[config.mk]
export PLATFORM = sky130hd
export DESIGN_NAME = div_subshift_signed
export DESIGN_NICKNAME = d
export VERILOG_FILES = /design/src/rtl/div_subshift_signed_pkg.sv /design/src/rtl/div_subshift_signed_step.sv /design/src/rtl/div_subshift_signed.sv
export SDC_FILE = /design/constraint.sdc
export NUM_CORES = 1
export LEC_CHECK = 0
export BUFFER_PORTS_ARGS = -buffer_cell sky130_fd_sc_hd__buf_2
export CAP_MARGIN = 20
export CELL_PAD_IN_SITES_DETAIL_PLACEMENT = 0
export CELL_PAD_IN_SITES_GLOBAL_PLACEMENT = 1
export CORE_ASPECT_RATIO = 2
export CORE_MARGIN = 10
export CORE_UTILIZATION = 45
export DETAILED_ROUTE_END_ITERATION = 8
export PLACE_DENSITY = 0.81
export SLEW_MARGIN = 20
export SYNTH_ARGS = -nofsm -noshare
export SYNTH_HDL_FRONTEND = slang
export SYNTH_SLANG_ARGS = --single-unit
[constraint.sdc]
create_clock -name clk -period 3.6 [get_ports clk]
set_clock_uncertainty 0.05 [all_clocks]
set_input_delay 0.72 -clock clk [delete_from_list [all_inputs] [get_ports clk]]
set_output_delay 0.72 -clock clk [all_outputs]
set_load 0.005 [all_outputs]
[src/rtl/div_subshift_signed_pkg.sv]
// Shared definitions for the sequential shift-subtract divider: FSM state
// encodings and the sizing rule for the iteration counter.
package div_subshift_signed_pkg;

    typedef enum logic [1:0] {
        IDLE = 2'd0,
        CALC = 2'd1,
        FIX  = 2'd2,
        DONE = 2'd3
    } state_t;

    // Counter must hold the value DATA_W itself, hence the +1.
    function automatic int iter_cnt_w(input int data_w);
        return $clog2(data_w + 1);
    endfunction

endpackage

[src/rtl/div_subshift_signed_step.sv]
// One restoring division iteration: shift the next dividend bit into the
// partial remainder, trial-subtract the divisor, keep or restore.
module div_subshift_signed_step #(
    parameter int DATA_W = 32
) (
    input  logic [DATA_W-1:0] rem_in,
    input  logic [DATA_W-1:0] quo_in,
    input  logic [DATA_W-1:0] divisor,
    output logic [DATA_W-1:0] rem_out,
    output logic [DATA_W-1:0] quo_out
);

    logic [DATA_W:0] partial;
    logic [DATA_W:0] diff;
    logic            borrow;

    // The remainder stays below the divisor, so a nonnegative difference
    // always has a clear top bit and a negative one always has it set.
    always_comb begin
        partial = {rem_in, quo_in[DATA_W-1]};
        diff    = partial - {1'b0, divisor};
        borrow  = diff[DATA_W];
        rem_out = borrow ? partial[DATA_W-1:0] : diff[DATA_W-1:0];
        quo_out = {quo_in[DATA_W-2:0], ~borrow};
    end

endmodule

[src/rtl/div_subshift_signed.sv]
// Multi-cycle signed/unsigned divider with valid/ready handshakes; magnitudes
// are divided one bit per cycle and the signs are restored in a fix-up cycle.
module div_subshift_signed
    import div_subshift_signed_pkg::*;
#(
    parameter int DATA_W = 32
) (
    input  logic              clk,
    input  logic              rst,
    input  logic              in_valid,
    output logic              in_ready,
    input  logic              sign_en,
    input  logic [DATA_W-1:0] dividend,
    input  logic [DATA_W-1:0] divisor,
    output logic              out_valid,
    input  logic              out_ready,
    output logic [DATA_W-1:0] quotient,
    output logic [DATA_W-1:0] remainder,
    output logic              div_by_zero
);

    localparam int CNT_W = iter_cnt_w(DATA_W);
    localparam logic [CNT_W-1:0] LAST_ITER = CNT_W'(DATA_W - 1);

    state_t state;
    state_t state_next;

    logic [CNT_W-1:0]  iter_cnt;
    logic [DATA_W-1:0] rem_acc;
    logic [DATA_W-1:0] quo_acc;
    logic [DATA_W-1:0] divisor_abs;
    logic              q_neg;
    logic              r_neg;

    logic [DATA_W-1:0] rem_next;
    logic [DATA_W-1:0] quo_next;
    logic [DATA_W-1:0] dividend_abs_in;
    logic [DATA_W-1:0] divisor_abs_in;
    logic              divisor_zero;
    logic              dividend_neg;
    logic              divisor_neg;

    always_comb begin
        dividend_neg    = sign_en & dividend[DATA_W-1];
        divisor_neg     = sign_en & divisor[DATA_W-1];
        dividend_abs_in = dividend_neg ? -dividend : dividend;
        divisor_abs_in  = divisor_neg ? -divisor : divisor;
        divisor_zero    = (divisor == '0);
    end

    div_subshift_signed_step #(
        .DATA_W (DATA_W)
    ) u_step (
        .rem_in  (rem_acc),
        .quo_in  (quo_acc),
        .divisor (divisor_abs),
        .rem_out (rem_next),
        .quo_out (quo_next)
    );

    always_ff @(posedge clk or negedge rst) begin
        if (!rst) begin
            state <= IDLE;
        end else begin
            state <= state_next;
        end
    end

    always_comb begin
        state_next = state;
        in_ready   = 1'b0;
        out_valid  = 1'b0;
        case (state)
            IDLE: begin
                in_ready = 1'b1;
                if (in_valid) begin
                    state_next = divisor_zero ? DONE : CALC;
                end
            end
            CALC: begin
                if (iter_cnt == LAST_ITER) begin
                    state_next = FIX;
                end
            end
            FIX: begin
                state_next = DONE;
            end
            DONE: begin
                out_valid = 1'b1;
                if (out_ready) begin
                    state_next = IDLE;
                end
            end
            default: begin
                state_next = IDLE;
            end
        endcase
    end

    // Operand and mode registers only load in IDLE; the result registers only
    // load on a zero-divisor accept or in FIX, so they hold everywhere else.
    // MIN / -1 needs no special case: |MIN| / 1 = MIN, and negating MIN is MIN.
    always_ff @(posedge clk or negedge rst) begin
        if (!rst) begin
            iter_cnt    <= '0;
            rem_acc     <= '0;
            quo_acc     <= '0;
            divisor_abs <= '0;
            q_neg       <= 1'b0;
            r_neg       <= 1'b0;
            quotient    <= '0;
            remainder   <= '0;
            div_by_zero <= 1'b0;
        end else begin
            case (state)
                IDLE: begin
                    if (in_valid) begin
                        if (divisor_zero) begin
                            quotient    <= '1;
                            remainder   <= dividend;
                            div_by_zero <= 1'b1;
                        end else begin
                            iter_cnt    <= '0;
                            rem_acc     <= '0;
                            quo_acc     <= dividend_abs_in;
                            divisor_abs <= divisor_abs_in;
                            q_neg       <= dividend_neg ^ divisor_neg;
                            r_neg       <= dividend_neg;
                        end
                    end
                end
                CALC: begin
                    rem_acc  <= rem_next;
                    quo_acc  <= quo_next;
                    iter_cnt <= iter_cnt + CNT_W'(1);
                end
                FIX: begin
                    quotient    <= q_neg ? -quo_acc : quo_acc;
                    remainder   <= r_neg ? -rem_acc : rem_acc;
                    div_by_zero <= 1'b0;
                end
                default: begin
                end
            endcase
        end
    end

endmodule

==> flow_metrics.py, run 1 <==
metrics = {
    "run_status": {
        "outcome": "complete, no violations",
    },
    "setup_path": {
        "setup.worst_path.end_class": "flip-flop",
        "crit_path_start_kind": "flip-flop",
        "crit_fanout": 13,
        "reg2reg_depth": 14,
        "worstPathCellList": "inv_1 > ha_1 > fa_1 > nand2b_1 > a21o_1 > a211oi_1 > buf_4 > o21a_1 > o211ai_1 > o211ai_1 > buf_12 > buf_12 > mux2i_1 > o21ai_0",
        "r2r_slack_ns": 0.35,
        "r2r-start": "quo_acc[31]",
        "rr_endpoint": "rem_acc[6]",
        "arrival_ns": 3.53,
        "crit_slowest_cell": "fa_1",
        "worstSetupPathType": "reg2reg",
        "critPathRequiredTime_ns": 3.88,
        "crit_buf_inv": 4,
        "max_stage_delay_ns": 0.38,
        "cp_top_family": "compound AO/OA/AOI/OAI gates",
    },
    "synthesis": {
        "synthFlopType": "dfrtp_1",
        "ys_seq_area_frac": 0.359,
        "synthArstFlopShare": 1.00,
        "synth_area_um2": 11900,
        "avgSynthCellArea_um2": 8.56,
        "ys_warn_count": 0,
        "yosys.area.top_type": "dfrtp_1",
        "synth-edff-count": 0,
        "synth_top_area_share": 0.359,
        "synth_cell_types": 80,
        "synth-seq-cells": 171,
        "synth_nets": 1501,
        "synthCells": 1390,
        "yosys-top-cells-area": "dfrtp_1 36%, xor2_1 6.5%, o21ai_0 5.1%",
    },
    "placement": {
        "dp_hpwl_um": 26700,
        "portBuffers": 135,
        "pre_cts_slack_ns": 0.123,
        "dp_cells": 1832,
        "routabilityCongestion": 0.862,
    },
    "grt": {
        "grt_pass1_wl_um": 54200,
        "grt-ovfl-total": 0,
        "grt_max_degree": 87,
        "grt_pass1_vias": 10600,
        "grt_antenna_before_repair": 1,
        "gr-usage-all-layers": 0.199,
    },
    "route": {
        "vias": 10300,
        "drt_iter0_markers": 412,
        "wl_per_cell_um": 17.9,
        "drcViolationCount": 0,
        "via_per_inst": 5.54,
        "drtPass1Iterations": 4,
        "ant_nets": 0,
        "drt_wl_total_um": 33400,
    },
    "die": {
        "start_util": 0.455,
        "core-area_um2": 26200,
        "die_y_um": 250,
        "num_rows": 84,
        "fp.dieArea_um2": 33800,
        "io_pins": 136,
        "die_w_um": 135,
    },
    "pwr": {
        "peakVddDrop_mv": 0.451,
        "leakagePower_nw": 5.99,
        "power_density_nw_per_um2": 945,
    },
    "clock_network": {
        "cts_tree": "built",
        "cts_buffer_depth": 2,
        "clock_latency_ns": 0.45,
        "cts_buffers": 17,
        "clock_sinks": 171,
        "clkTransAtPathRegs_ns": 0.07,
        "cts_root_buffer": "clkbuf_16",
        "htree_num_levels": 4,
        "post_cts_resized": 0,
        "cts_setup_buffers": 0,
        "holdBufCountCts": 0,
    },
    "sta": {
        "tightest_slew_ns": 0.860,
        "drv_slew": 0,
        "max_slew_margin": 0.426,
        "fmax_ghz": 0.308,
        "period_needed_ns": 3.25,
        "finalSetupTns_ns": 0,
        "rsz0062_at_grt": "false",
        "fin_crit_sh": 0.903,
        "finalHoldViolCount": 0,
        "setup_slack_ns": 0.350,
        "finalSetupViolations": 0,
    },
    "layout": {
        "fin_nets": 1618,
        "syn_to_final_growth_pct": 14.4,
        "finalNonFillerCells": 1865,
        "multi_input_area_um2": 7030,
        "fillers": 2557,
        "drive_gt1_frac": 0.178,
        "ff_latch_area_um2": 4280,
        "post-route-util": 0.521,
    },
    "flow_run": {
        "maxCapViolations": 0,
    },
    "hold_path": {
        "hold_path.class": "in2async",
    },
}
## kinds of logic (layout without fill, tap and decap cells)
logic type,after synthesis,after routing,synth area share
compound gates,451,451,0.233
xor+xnor,148,148,0.109
fa+ha+maj,42,42,0.0448
buf+inv,136,266,0.0525
flops,171,171,0.359
mux,51,51,0.0451
other cells,0,1,0
simple gates,391,391,0.157
## worst max-delay path by stage
stage | startpoint | depth (start not counted) | slack (ns) | to
6_report | quo_acc[31] | 14 | 0.35 | rem_acc[6]
5_1_grt | quo_acc[31] | 15 | 0.08 | rem_acc[27]
3_5_place_dp | divisor[0] | 13 | 0.12 | remainder[11]
3_3_place_gp | divisor[0] | 13 | 0.20 | remainder[9]
2_1_floorplan | divisor[0] | 11 | 0.64 | quo_acc[31]
4_1_cts | quo_acc[31] | 14 | 0.30 | rem_acc[6]
## per-stage QoR
step                      instance area [µm²]  power (W)  hold WS, ns
after detailed placement                13100     0.0113        0.420
after global placement                  13100     0.0111        0.412
after global routing                    13600     0.0140        0.328
after CTS                               13600     0.0130        0.330
after floorplan                         11900    0.00899        0.374
final                                   13600     0.0129        0.276
## layout make-up
class	instances	area share
timing repair buffer	181	0.0846
inverter	53	0.0146
multi-input combinational	1083	0.516
clock buffer	21	0.0338
clock inverter	11	0.00533
antenna	1	0.000184
sequential	171	0.314
tap	344	0.0316
## layer usage
| metal | part of all wire | global-route usage | up-vias |
|---|---|---|---|
| li1 | - | - | 5213 |
| met1 | 0.36 | 0.190 | 4904 |
| met2 | 0.58 | 0.396 | 162 |
| met3 | 0.028 | 0.0346 | 56 |
| met4 | 0.034 | 0.0853 | 0 |
| met5 | 0 | 0 | - |
## where the power goes
part	switching, W	internal [W]	leakage [nW]
sequential	0.000886	0.00281	2.00
clock	0.000790	0.000912	0.255
combinational	0.00409	0.00339	3.74
total	0.00576	0.00712	5.99
## state kept, by name, summed over array words and instances, names as in the netlist
register,flops
r_neg,1
rem_acc,32
iter_cnt,6
q_neg,1
quotient,32
quo_acc,32
remainder,32
divisor_abs,32
div_by_zero,1
state,2
## placed cells by master (no fill, tap or decap), types with 7 or more instances in the layout
| master | count |
|---|---|
| nor3_1 | 18 |
| or4_1 | 11 |
| nor2b_1 | 10 |
| nand4_1 | 8 |
| a211oi_1 | 7 |
| o31ai_1 | 20 |
| buf_12 | 10 |
| o21ai_0 | 122 |
| a21o_1 | 18 |
| nand2_1 | 147 |
| nand2b_1 | 10 |
| nor2_1 | 117 |
| buf_4 | 36 |
| or3_1 | 12 |
| o22a_1 | 7 |
| nand3_1 | 9 |
| dfrtp_1 | 171 |
| o21a_1 | 11 |
| a31oi_1 | 35 |
| inv_1 | 53 |
| xor2_1 | 88 |
| a21oi_1 | 120 |
| mux2i_1 | 30 |
| buf_2 | 134 |
| clkbuf_16 | 17 |
| o41ai_1 | 12 |
| mux2_2 | 21 |
| o22ai_1 | 48 |
| a22oi_1 | 7 |
| xnor2_1 | 60 |
| ha_1 | 39 |
## cell usage after synthesis (5+ instances only)
library cell  number
dfrtp_1          171
nand2_1          147
o21ai_0          122
a21oi_1          120
nor2_1           117
xor2_1            88
xnor2_1           60
inv_1             53
o22ai_1           48
clkbuf_1          46
ha_1              41
a31oi_1           35
mux2i_1           30
buf_2             21
mux2_2            21
o31ai_1           20
a21o_1            18
nor3_1            18
o41ai_1           12
or3_1             12
o21a_1            11
or4_1             11
nand2b_1          10
nor2b_1           10
nand3_1            9
nand4_1            8
a211oi_1           7
a22oi_1            7
o22a_1             7
and3_1             6
o21ai_1            6
or2_2              6
and2_1             5
buf_4              5
nor4_1             5
## worst register-to-register path: cells and delay by family (launching register included)
| family | cells | cell delay, ns |
|---|---|---|
| AOI/OAI and AO/OA | 6 | 1.04 |
| buffers and inverters | 4 | 0.65 |
| adders and majority gates | 2 | 0.64 |
| DFF | 1 | 0.35 |
| muxes | 1 | 0.22 |
| and+or+nand+nor | 1 | 0.18 |
(Power assumes the default switching activity.)
==> run 2: changes to the inputs <==
--- a/config.mk
+++ b/config.mk
@@ -13,7 +13,7 @@
 export CORE_MARGIN = 10
 export CORE_UTILIZATION = 45
 export DETAILED_ROUTE_END_ITERATION = 8
-export PLACE_DENSITY = 0.81
+export PLACE_DENSITY_LB_ADDON = 0.25
 export SLEW_MARGIN = 20
 export SYNTH_ARGS = -nofsm -noshare
 export SYNTH_HDL_FRONTEND = slang
==> run 2 against run 1 <==
  * Global-route usage increased by 0.46 points
  * Non-clock buffer count unchanged
  * Clock power increased by 4%
  * Wire length increased by 1.9%
  * Critical path type unchanged
  * Sequential cell count unchanged
  * Count of clock-buffer cells in the layout decreased by 3
  * Critical path depth unchanged
  * Die area unchanged
  * First-iteration DRC count increased by 0.24%
  * Cell count about the same
  * Highest routed layer unchanged
  * Sequential share of layout area about the same
==> flow_metrics.py, run 2 (synthesis results as in run 1) <==
metrics = {
    "placement": {
        "routabilityCongestion": 0.915,
        "dp_hpwl_um": 26900,
        "portBuffers": 135,
    },
    "route": {
        "drt_wl_total_um": 34000,
        "wl_per_cell_um": 18.2,
        "vias": 10500,
        "drt_iter0_markers": 413,
        "ant_nets": 0,
        "via_per_inst": 5.61,
        "drcViolationCount": 0,
        "drtPass1Iterations": 5,
    },
    "setup_path": {
        "crit_buf_inv": 3,
        "r2r_slack_ns": 0.23,
        "crit_fanout": 3,
        "max_stage_delay_ns": 0.40,
        "crit_slowest_cell": "fa_1",
        "critical_path.most_common_cell": "buf_4",
        "arrival_ns": 3.70,
        "r2r-start": "quo_acc[31]",
        "cp_top_family": "compound AO/OA/AOI/OAI gates",
        "critPathRequiredTime_ns": 3.93,
        "setup.worst_path.end_class": "flip-flop",
        "worstPathCellList": "inv_1 > ha_1 > fa_1 > nand2b_1 > a21o_1 > a211oi_1 > buf_4 > buf_4 > o21ai_0 > nand2_1 > o221ai_1 > o31ai_1 > xor2_1 > a2bb2oi_1",
        "crit_path_start_kind": "flip-flop",
        "worstSetupPathType": "reg2reg",
        "crit_start": "quo_acc[31]",
    },
    "pwr": {
        "peakVddDrop_mv": 0.435,
        "seq_power_share": 0.285,
        "p_int_w": 0.00710,
        "switching_share": 0.452,
        "leakagePower_nw": 5.99,
        "power.share.clock": 0.137,
        "power_density_nw_per_um2": 949,
        "p_comb_frac": 0.579,
        "switching_power_w": 0.00585,
    },
    "clock_network": {
        "cts_buffers": 17,
        "post_cts_resized": 0,
        "htree_num_levels": 4,
        "clkTransAtPathRegs_ns": 0.07,
        "cts_tree": "built",
        "holdBufCountCts": 0,
        "clock_latency_ns": 0.45,
        "cts_setup_buffers": 0,
        "cts_buffer_depth": 2,
        "cts_root_buffer": "clkbuf_16",
        "clock_sinks": 171,
    },
    "sta": {
        "max_slew_margin": 0.448,
        "finalSetupTns_ns": 0,
        "finalHoldViolCount": 0,
        "fin_crit_sh": 0.937,
        "drv_slew": 0,
        "hold_slack_ns": 0.167,
        "tightest_slew_ns": 0.826,
        "fmax_ghz": 0.297,
        "finalSetupViolations": 0,
        "period_needed_ns": 3.37,
        "rsz0062_at_grt": "false",
    },
    "flow_run": {
        "maxCapViolations": 0,
    },
    "die": {
        "io_pins": 136,
        "fp.dieArea_um2": 33800,
        "die_y_um": 250,
        "num_rows": 84,
        "start_util": 0.455,
        "die_w_um": 135,
        "core-area_um2": 26200,
    },
    "grt": {
        "grt_antenna_before_repair": 2,
        "grt_pass1_vias": 10700,
        "grt_pass1_wl_um": 55500,
        "grt-ovfl-total": 0,
        "gr-usage-all-layers": 0.204,
        "grt_max_degree": 85,
    },
    "layout": {
        "final_cell_mix": "171 x dfrtp_1, 147 x nand2_1, 134 x buf_2",
        "final_common_cell": "dfrtp_1",
        "drive_gt1_frac": 0.178,
        "syn_to_final_growth_pct": 14.6,
        "fin_nets": 1618,
        "post-route-util": 0.521,
        "fillers": 2568,
    },
    "run_status": {
        "outcome": "complete, no violations",
    },
    "hold_path": {
        "hold_path.class": "in2async",
    },
}
[run 2: routing by layer]
layer	up-vias	part of all wire	global-route usage
li1	5207	-	-
met1	4989	0.36	0.197
met2	197	0.57	0.399
met3	71	0.031	0.0344
met4	0	0.036	0.0930
met5	-	0	0
[run 2: cell type report]
class                           count  area, µm²  area share
Inverter                           53        199      0.0146
Multi-Input combinational cell   1083       7030       0.515
Clock inverter                     14        125     0.00917
Antenna cell                        2       5.00    0.000367
Sequential cell                   171       4280       0.314
Clock buffer                       18        429      0.0315
Tap cell                          344        430      0.0315
Timing Repair Buffer              181       1150      0.0841
[run 2: path summary, 6_finish.rpt]
| kind | to | depth (start not counted) |
|---|---|---|
| setup / recovery | rem_acc[30] | 14 |
| hold / removal | rem_acc[8] | 1 |
| setup reg to reg | rem_acc[30] | 14 |
| hold reg to reg | divisor_abs[29] | 2 |
| max in group asynchronous | remainder[1] | 2 |
| min in group clk | divisor_abs[29] | 2 |
[run 2: worst reg2reg max path: cells and delay by family, from the launching register on]
kind            cells  cell delay [ns]
compound gates      6             1.26
fa+ha+maj           2             0.67
buf+inv             3             0.38
flops               1             0.34
simple gates        2             0.33
xor+xnor            1             0.26
[run 2: power by group through the flow]
stage | clock [W] | combinational [W] | sequential [W]
global placement | 0 | 0.00736 | 0.00368
finish | 0.00177 | 0.00749 | 0.00369
detailed placement | 0 | 0.00751 | 0.00372
floorplan | 0 | 0.00557 | 0.00343
CTS | 0.00181 | 0.00754 | 0.00368
global route | 0.00188 | 0.00841 | 0.00382
[run 2: metrics by stage]
stage / instances / area, µm² / worst slack [ns] / power (W)
2_1_floorplan: 1390 / 11900 / 0.638 / 0.00899
3_3_place_gp: 1831 / 13100 / 0.183 / 0.0110
3_5_place_dp: 1832 / 13100 / 0.110 / 0.0112
4_1_cts: 1864 / 13600 / 0.215 / 0.0130
5_1_grt: 1866 / 13600 / 0.0258 / 0.0141
6_report: 1866 / 13600 / 0.228 / 0.0129
==> run 3: changes to the inputs <==
--- a/config.mk
+++ b/config.mk
@@ -11,9 +11,10 @@
 export CELL_PAD_IN_SITES_GLOBAL_PLACEMENT = 1
 export CORE_ASPECT_RATIO = 2
 export CORE_MARGIN = 10
-export CORE_UTILIZATION = 45
+export CORE_UTILIZATION = 49
 export DETAILED_ROUTE_END_ITERATION = 8
 export PLACE_DENSITY_LB_ADDON = 0.25
+export SKIP_LAST_GASP = 1
 export SLEW_MARGIN = 20
 export SYNTH_ARGS = -nofsm -noshare
 export SYNTH_HDL_FRONTEND = slang
==> constraint.sdc (replaced) <==
create_clock -name clk -period 3.9 [get_ports clk]
set_clock_uncertainty 0.05 [all_clocks]
set_input_delay 0.78 -clock clk [delete_from_list [all_inputs] [get_ports clk]]
set_output_delay 0.78 -clock clk [all_outputs]
set_load 0.005 [all_outputs]
==> run 3 against run 2 <==
  * Cell count fell by 3.8%
  * Non-clock buffer count fell by 11
  * First-iteration DRC count rose by 50%
  * Clock power fell by 7%
  * Worst setup slack improved by 0.35 ns
  * Largest cell class unchanged
  * Largest power group unchanged
  * Highest routed layer unchanged
==> flow_metrics.py, run 3 (synthesis results as in run 1) <==
metrics = {
    "clock_network": {
        "clkTransAtPathRegs_ns": 0.07,
        "clock_sinks": 171,
        "htree_num_levels": 4,
        "cts_tree": "built",
        "post_cts_resized": 0,
        "cts_buffer_depth": 2,
        "holdBufCountCts": 0,
        "cts_buffers": 17,
        "clock_latency_ns": 0.45,
        "cts_setup_buffers": 0,
        "cts_root_buffer": "clkbuf_16",
    },
    "layout": {
        "final_common_cell": "dfrtp_1",
        "fin_nets": 1607,
        "syn_to_final_growth_pct": 13.1,
        "drive_gt1_frac": 0.171,
        "final_cell_area_um2": 13500,
        "finalNonFillerCells": 1796,
        "post-route-util": 0.563,
        "final_cell_mix": "171 x dfrtp_1, 147 x nand2_1, 134 x buf_2",
        "diodes": 0,
        "fillers": 2284,
    },
    "die": {
        "die_w_um": 130,
        "start_util": 0.498,
        "die_y_um": 240,
        "core-area_um2": 23900,
        "io_pins": 136,
        "fp.dieArea_um2": 31300,
        "num_rows": 80,
    },
    "route": {
        "drtPass1Iterations": 5,
        "wl_per_cell_um": 18.3,
        "vias": 10300,
        "via_per_inst": 5.76,
        "drt_iter0_markers": 619,
        "drt_wl_total_um": 32900,
        "ant_nets": 0,
        "drcViolationCount": 0,
    },
    "grt": {
        "grt_pass1_vias": 10300,
        "grt_antenna_before_repair": 0,
        "gr-usage-all-layers": 0.214,
        "grt_pass1_wl_um": 53300,
        "grt-ovfl-total": 0,
        "grt_max_degree": 80,
    },
    "sta": {
        "fmax_ghz": 0.301,
        "finalSetupViolations": 0,
        "period_needed_ns": 3.33,
        "tightest_slew_ns": 0.821,
        "finalSetupTns_ns": 0,
        "rsz0062_at_grt": "false",
        "finalHoldViolCount": 0,
        "drv_slew": 0,
        "fin_crit_sh": 0.853,
        "max_slew_margin": 0.453,
    },
    "placement": {
        "dp_cells": 1764,
        "dp_hpwl_um": 26100,
        "routabilityCongestion": 0.894,
        "portBuffers": 135,
        "post_dp_cell_area_um2": 12900,
    },
    "setup_path": {
        "r2r_slack_ns": 0.57,
        "rr_endpoint": "rem_acc[6]",
        "crit_path_start_kind": "flip-flop",
        "crit_fanout": 18,
        "setup.worst_path.end_class": "flip-flop",
        "r2r-start": "rem_acc[4]",
        "reg2reg_depth": 12,
        "worstSetupPathType": "reg2reg",
        "arrival_ns": 3.59,
        "critPathRequiredTime_ns": 4.17,
    },
    "pwr": {
        "seq_power_share": 0.288,
        "power_density_nw_per_um2": 876,
        "p_comb_frac": 0.572,
        "switching_share": 0.447,
        "finalPower_w": 0.0118,
        "leakagePower_nw": 5.93,
        "p_int_w": 0.00652,
        "peakVddDrop_mv": 0.360,
        "power.share.clock": 0.140,
        "switching_power_w": 0.00528,
    },
    "hold_path": {
        "hold_path.class": "in2async",
    },
    "flow_run": {
        "maxCapViolations": 0,
    },
    "run_status": {
        "outcome": "complete, no violations",
    },
}
[run 3: changes by cell type in the layout (fill, tap and decap cells not counted), sizes merged]
cell      change
inv           -1
clkinv        -3
buf          -11
diode         -2
clkinvlp      -1
clkbuf        +5
[run 3: stage by stage]
| stage | hold slack (ns) | worst slack, ns |
|---|---|---|
| floorplan | 0.400 | 0.878 |
| global placement | 0.411 | 0.393 |
| detailed placement | 0.417 | 0.285 |
| CTS | 0.340 | 0.532 |
| global route | 0.371 | 0.303 |
| finish | 0.314 | 0.575 |
[run 3: worst max-delay path by stage]
stage	startpoint	endpoint
after detailed placement	divisor[0]	rem_acc[21]
after global routing	rem_acc[4]	rem_acc[15]
after floorplan	divisor[0]	quo_acc[31]
after CTS	quo_acc[31]	rem_acc[27]
final	rem_acc[4]	rem_acc[6]
after global placement	divisor[0]	iter_cnt[5]
[run 3: power groups by stage]
stage / logic [W] / registers, W / clock network [W]
floorplan: 0.00514 / 0.00316 / 0
finish: 0.00675 / 0.00339 / 0.00165
global route: 0.00763 / 0.00352 / 0.00174
detailed placement: 0.00679 / 0.00342 / 0
global placement: 0.00668 / 0.00340 / 0
CTS: 0.00682 / 0.00339 / 0.00168
[run 3: worst max-delay path: stages (launching register included)]
cell and delay [ns]:
dfrtp_1 0.46, ha_1 0.40, a21o_1 0.23, a211oi_1 0.36
a211oi_1 0.13, buf_4 0.17, o21a_1 0.23, o211a_1 0.23
o211ai_1 0.26, buf_12 0.21, buf_12 0.17, mux2i_1 0.18
o21ai_0 0.10
[run 3: area by class of cell]
| cell class | instances | area (µm²) | area share |
|---|---|---|---|
| inverter | 53 | 199 | 0.0148 |
| multi-input combinational | 1083 | 7030 | 0.522 |
| clock inverter | 9 | 90.1 | 0.00669 |
| timing repair buffer | 170 | 1030 | 0.0767 |
| tap | 287 | 359 | 0.0267 |
| clock buffer | 23 | 478 | 0.0355 |
| sequential | 171 | 4280 | 0.318 |
[run 3: per-layer routing]
layer / vias up / share of wire / wire length [µm] / track usage
met5: - / 0 / 0 / 0
met4: 0 / 0.031 / 1010 / 0.0877
met3: 56 / 0.025 / 826 / 0.0263
met2: 167 / 0.58 / 18900 / 0.420
met1: 4937 / 0.37 / 12100 / 0.217
li1: 5178 / - / - / -
